**src/rtl/median_window_sched.sv**
```systemverilog
// Raster scheduler for 3x3 median filtering: fetches the nine taps of each interior
// pixel from a single-port memory and presents them to a downstream sorter.
module median_window_sched #(
    parameter int IMG_W  = 13,
    parameter int IMG_H  = 13,
    parameter int ADDR_W = 12,
    parameter int DATA_W = 8,
    parameter int RD_LAT = 1
) (
    input  logic                  clka,
    input  logic                  reset,
    input  logic                  start,
    output logic                  busy,
    output logic                  done,
    output logic                  mem_en,
    output logic [ADDR_W-1:0]     mem_addr,
    input  logic [DATA_W-1:0]     mem_dout,
    output logic                  win_valid,
    input  logic                  win_ready,
    output logic [9*DATA_W-1:0]   win_data,
    output logic [ADDR_W-1:0]     win_center
);
    typedef enum logic [2:0] {IDLE, ISSUE, WAIT, PRESENT, DONE} state_t;

    localparam logic [ADDR_W-1:0] W_A      = ADDR_W'(IMG_W);
    localparam logic [ADDR_W-1:0] ONE      = ADDR_W'(1);
    localparam logic [ADDR_W-1:0] TWO      = ADDR_W'(2);
    localparam logic [ADDR_W-1:0] LAST_COL = ADDR_W'(IMG_W - 2);
    localparam logic [ADDR_W-1:0] LAST_ROW = ADDR_W'(IMG_H - 2);

    state_t                   state_q, state_d;
    logic                     busy_q, busy_d, done_q, done_d;
    logic                     mem_en_q, mem_en_d, win_valid_q, win_valid_d;
    logic [ADDR_W-1:0]        mem_addr_q, mem_addr_d, centre_q, centre_d;
    logic [ADDR_W-1:0]        row_q, row_d, col_q, col_d;
    logic [3:0]               tap_q, tap_d;
    logic [8:0][DATA_W-1:0]   taps_q, taps_d;
    logic [RD_LAT:1]          vld_pipe_q, vld_pipe_d;
    logic [RD_LAT:1][3:0]     idx_pipe_q, idx_pipe_d;
    logic [ADDR_W-1:0]        next_c;
    logic                     p8_cap;

    function automatic logic [ADDR_W-1:0] tap_addr(input logic [ADDR_W-1:0] c,
                                                   input logic [3:0] k);
        logic [ADDR_W-1:0] nw;
        nw = c - W_A - ONE;
        case (k)
            4'd0:    tap_addr = nw;
            4'd1:    tap_addr = nw + ONE;
            4'd2:    tap_addr = nw + TWO;
            4'd3:    tap_addr = nw + W_A;
            4'd4:    tap_addr = nw + W_A + ONE;
            4'd5:    tap_addr = nw + W_A + TWO;
            4'd6:    tap_addr = nw + W_A + W_A;
            4'd7:    tap_addr = nw + W_A + W_A + ONE;
            4'd8:    tap_addr = nw + W_A + W_A + TWO;
            default: tap_addr = nw;
        endcase
    endfunction

    // Read-return tracker: each issued tap travels RD_LAT stages with its index, so
    // data is written to the right tap slot; clearing it on reset drops stale returns.
    always_comb begin
        vld_pipe_d    = vld_pipe_q;
        idx_pipe_d    = idx_pipe_q;
        vld_pipe_d[1] = mem_en_q;
        idx_pipe_d[1] = tap_q;
        for (int i = 2; i <= RD_LAT; i++) begin
            vld_pipe_d[i] = vld_pipe_q[i-1];
            idx_pipe_d[i] = idx_pipe_q[i-1];
        end
        taps_d = taps_q;
        if (vld_pipe_q[RD_LAT])
            taps_d[idx_pipe_q[RD_LAT]] = mem_dout;
        p8_cap = vld_pipe_q[RD_LAT] && (idx_pipe_q[RD_LAT] == 4'd8);
    end

    always_comb begin
        state_d     = state_q;
        busy_d      = busy_q;
        done_d      = 1'b0;
        mem_en_d    = mem_en_q;
        mem_addr_d  = mem_addr_q;
        win_valid_d = win_valid_q;
        centre_d    = centre_q;
        row_d       = row_q;
        col_d       = col_q;
        tap_d       = tap_q;
        next_c      = (col_q == LAST_COL) ? centre_q + ADDR_W'(3) : centre_q + ONE;
        case (state_q)
            IDLE: if (start) begin
                state_d    = ISSUE;
                busy_d     = 1'b1;
                centre_d   = W_A + ONE;
                row_d      = ONE;
                col_d      = ONE;
                tap_d      = 4'd0;
                mem_en_d   = 1'b1;
                mem_addr_d = tap_addr(W_A + ONE, 4'd0);
            end
            ISSUE: if (tap_q == 4'd8) begin
                state_d  = WAIT;
                mem_en_d = 1'b0;
                tap_d    = 4'd0;
            end else begin
                tap_d      = tap_q + 4'd1;
                mem_addr_d = tap_addr(centre_q, tap_q + 4'd1);
            end
            WAIT: if (p8_cap) begin
                state_d     = PRESENT;
                win_valid_d = 1'b1;
            end
            PRESENT: if (win_ready) begin
                win_valid_d = 1'b0;
                if (row_q == LAST_ROW && col_q == LAST_COL) begin
                    state_d = DONE;
                    done_d  = 1'b1;
                    busy_d  = 1'b0;
                end else begin
                    state_d    = ISSUE;
                    centre_d   = next_c;
                    row_d      = (col_q == LAST_COL) ? row_q + ONE : row_q;
                    col_d      = (col_q == LAST_COL) ? ONE : col_q + ONE;
                    tap_d      = 4'd0;
                    mem_en_d   = 1'b1;
                    mem_addr_d = tap_addr(next_c, 4'd0);
                end
            end
            DONE:    state_d = IDLE;
            default: state_d = IDLE;
        endcase
    end

    always_ff @(posedge clka) begin
        if (!reset) begin
            state_q     <= IDLE;
            busy_q      <= 1'b0;
            done_q      <= 1'b0;
            mem_en_q    <= 1'b0;
            mem_addr_q  <= '0;
            win_valid_q <= 1'b0;
            centre_q    <= '0;
            row_q       <= '0;
            col_q       <= '0;
            tap_q       <= '0;
            taps_q      <= '0;
            vld_pipe_q  <= '0;
            idx_pipe_q  <= '0;
        end else begin
            state_q     <= state_d;
            busy_q      <= busy_d;
            done_q      <= done_d;
            mem_en_q    <= mem_en_d;
            mem_addr_q  <= mem_addr_d;
            win_valid_q <= win_valid_d;
            centre_q    <= centre_d;
            row_q       <= row_d;
            col_q       <= col_d;
            tap_q       <= tap_d;
            taps_q      <= taps_d;
            vld_pipe_q  <= vld_pipe_d;
            idx_pipe_q  <= idx_pipe_d;
        end
    end

    assign busy       = busy_q;
    assign done       = done_q;
    assign mem_en     = mem_en_q;
    assign mem_addr   = mem_addr_q;
    assign win_valid  = win_valid_q;
    assign win_data   = taps_q;
    assign win_center = centre_q;
endmodule
```
**config.mk**
```make
export PLATFORM = sky130hd
export DESIGN_NAME = median_window_sched
export DESIGN_NICKNAME = d
export VERILOG_FILES = /design/src/rtl/median_window_sched.sv
export SDC_FILE = /design/constraint.sdc
export NUM_CORES = 1
export LEC_CHECK = 0
export CORE_MARGIN = 2
export CORE_UTILIZATION = 51
export DETAILED_ROUTE_END_ITERATION = 8
export PLACE_DENSITY = 0.77
export SETUP_SLACK_MARGIN = 0.4
export SYNTH_ARGS = -nofsm -noshare
export SYNTH_HDL_FRONTEND = slang
export SYNTH_SLANG_ARGS = --single-unit
export TNS_END_PERCENT = 5
```
**constraint.sdc**
```tcl
create_clock -name clka -period 4.1 [get_ports clka]
set_clock_uncertainty 0.15 [all_clocks]
set_input_delay 0.615 -clock clka [delete_from_list [all_inputs] [get_ports clka]]
set_output_delay 0.615 -clock clka [all_outputs]
set_load 0.03 [all_outputs]
```
==> results.txt <==
Gpl congestion = 1.02
Layout cell share with drive strength beyond 1 = 0.208
Pwr Density = 351 nW/um2
CP cell instances = or3_1 > or3_4 > xor2_1 > nor4_4 > or2_4 > and4_1 > a211o_1 > and4_1 > o31a_1 > a221oi_2
Area Growth Syn to Fin = 36.4%
Mux contribution to synthesized area = 0.0876
Post-synthesis register bit count = 136
Vias in the first global route = 8212
Worst setup EP type = flip-flop
Initial DRT Pass Iterations = 5
Ys Warns = 0
Actual slew at the worst max-slew pin = 1220 ps
Most common cell type on the critical path = and4_1
Sw Ratio = 0.341
CP Max Fanout = 6
Number of enable flip-flop cells after synthesis = 0
Reg area = 2740 um2
FF-to-FF path depth = 10
Ys flop type = dfxtp_1
Core box area = 17100 um2
DR WL/cell = 20.7 um
Routed vias/inst = 6.17
Crit-path max cell delay = 620 ps
Total power = 4210 uW
Std cell rows = 48
Congestion Overflow GR = 0
Starting Density = 0.516
Synth Area in Simple Gates = 0.247
Peak Freq = 0.267 GHz
RR Startpoint = win_center[5]
I/O pin count = 112
R2r setup slk = 360 ps
First-pass GRT wire length = 45100 um
Final ANT Viol Nets = 0
TritonCTS Sinks = 136
Drt drc = 0
WHS Path Cells = 1
Worst-Skew Late Latency = 420 ps
Synth async-reset ratio = 0
Hold-fix buffers at CTS = 0
Hold Path Sink = vld_pipe_q
Synth Area in Adders = 0.0247
CTS tree = yes
Max-Cap Viols = 0
Post-Synthesis Cells = 1061
Largest family of logic cells by synthesized area = simple AND/OR/NAND/NOR gates
Cts bufs inserted = 17
Non-filler cells, final = 1453
Filler Cell Count = 1307
Port Buf Inserts = 111
R2r endpoint = mem_addr[11]
Die height = 135 um
Relative slew slack = 0.174
Max Root-Sink Buffers = 2
Avg Inst Size Synth = 8.29 um2
Root Buffer = clkbuf_16
GRT Util Overall = 0.314
Period Utilization, post-route = 0.912
Combinational Power Share = 0.328
Tmin final = 3740 ps
Die width = 135 um
RSZ-0062 raised after global routing = true
Sequential fraction of the synthesis area = 0.309
Cell family with most CP delay = simple AND/OR/NAND/NOR gates
Setup violators final = 0
Footprint of the multi-input gates = 6470 um2
Final WL = 30100 um
Int Power = 2780 uW
Reg clk slew, reported paths = 60 ps
Estimated wirelength of the detail-placed design = 21000 um
Clock share of power = 0.339
Critical Path AT = 3910 ps
P_sw = 1440 uW
Max Slew Vio Count = 0
Mapped Nets = 1089
Crit Path Class = flip-flop to flip-flop
Number of antenna violations at the first check in global routing = 0
Placed insts = 1378
Setup TNS Final = 0 ps
Largest net degree at the start of global routing = 47
Min-delay worst type = flip-flop to flip-flop
Critical Path Start Type = flip-flop
Bufs and invs on worst path = 0
Required @ worst endpoint = 4270 ps
Hold path start = mem_en
DR iter-0 viols = 748
H-tree depth = 4
Layout Nets = 1243
Fin. Hold Viols = 0
Yosys cell types = 90
Post-Synth XOR/XNOR Area = 0.0862
PnR worst setup slack = 359 ps
Antenna Cells = 0
Via Count = 8960
VDD IR max = 319 uV
CP max-delay cell = xor2_1
Commonest non-fill, non-tap cell in the layout = dfxtp_1
Sequential power share = 0.333
Most frequent cells in the layout = 131 x dfxtp_1, 110 x clkdlybuf4s50_1, 89 x buf_4
Mapped Area = 8800 um2
P_leak = 0.00450 uW
Status = finished clean
Total Die Area = 18300 um2
Compound-cell area share of the yosys netlist = 0.203
Pre-CTS setup slack = 58.4 ps
[sequential cells by signal, summed over array words and instances, names as in the netlist]
name / cells
idx_pipe_q: 4
busy: 1
vld_pipe_q: 1
win_center: 12
state_q: 3
mem_addr: 12
col_q: 12
row_q: 12
win_valid: 1
idx_pipe_d: 4
done: 1
win_data: 72
mem_en: 1
[synth_stat cells, types with 5 or more instances]
master    count  area share
buf_1        15      0.0064
mux2i_1      77       0.088
o211a_1       8      0.0091
o221ai_1      9      0.0090
and3_1       13      0.0092
nor3_1       15      0.0085
nand4_1      17       0.012
o221a_2       5      0.0064
o311ai_0      5      0.0050
nand2b_1      7      0.0050
ha_1         15       0.021
o21ai_1       5      0.0028
a21o_1        6      0.0051
nor2_1       71       0.030
a22oi_1      12       0.010
buf_2         9      0.0051
a21oi_1      61       0.035
o211ai_1      6      0.0051
xor2_1       43       0.043
and4_1        6      0.0060
nand3_1      44       0.025
nor2b_1      86       0.061
dfxtp_1     136        0.31
or3_1         5      0.0036
nor4_1        9      0.0064
o21a_1        5      0.0043
inv_1        18      0.0077
a221oi_1      8      0.0080
o21ai_0      54       0.031
nor3b_1       6      0.0051
and2_1       16       0.011
a31oi_1      11      0.0078
nand2_1      79       0.034
or2_2         5      0.0036
a21boi_0      5      0.0043
o22ai_1       8      0.0057
clkbuf_1     46       0.020
xnor2_1      33       0.033
[layer usage]
layer	GRT usage	vias to the layer above	routed length [um]
met2	0.500	487	13800
met5	0	-	0
met3	0.0726	112	2730
li1	-	4134	-
met1	0.417	4227	12400
met4	0.116	0	1130
[cell type report]
class	count	area share
Sequential cell	136	0.228
Inverter	18	0.00594
Clock buffer	21	0.0375
Multi-Input combinational cell	834	0.539
Timing Repair Buffer	208	0.157
Clock inverter	11	0.00823
Tap cell	225	0.0235
[power by group through the flow]
stage | logic, uW | registers (uW) | clock network (uW)
final | 1380 | 1400 | 1430
after global routing | 1450 | 1410 | 1500
after CTS | 1160 | 1400 | 1440
after detailed placement | 1030 | 1430 | 0
after global placement | 1040 | 1430 | 0
after floorplan | 667 | 1470 | 0
[per-stage QoR]
| step | hold slack [ps] | cell area (um2) | util |
|---|---|---|---|
| floorplan | 315 | 8890 | - |
| global placement | 322 | 10400 | 0.608 |
| detailed placement | 338 | 10400 | 0.608 |
| CTS | 349 | 11400 | 0.667 |
| global route | 376 | 12000 | 0.704 |
| finish | 344 | 12000 | 0.704 |
[kinds of logic (layout without fill, tap and decap cells)]
family	after synthesis	in the layout
and+or+nand+nor	401	401
AOI/OAI and AO/OA	258	258
DFF	136	136
buffers and inverters	91	258
xor gates and xnor gates	81	81
muxes	77	77
adders and majority gates	17	17
[what timing repair did]
action	CTS	global route
gates resized for setup	52	79
pin swaps	12	36
hold endpoints to repair	0	0
setup buffers	19	24
setup endpoints to repair	8	10
[worst max-delay path by stage]
stage                    to          start  slack, ps  cells past startpoint
2_1_floorplan  mem_addr[11]  win_center[2]        420                     15
3_3_place_gp    mem_addr[8]  win_center[1]         80                     13
3_5_place_dp   mem_addr[11]       col_q[0]         60                     16
4_1_cts        mem_addr[11]       col_q[0]        400                     16
5_1_grt        mem_addr[11]  win_center[1]        250                     13
6_report       mem_addr[11]  win_center[5]        360                     10
Power figures use the tool's default switching activity.
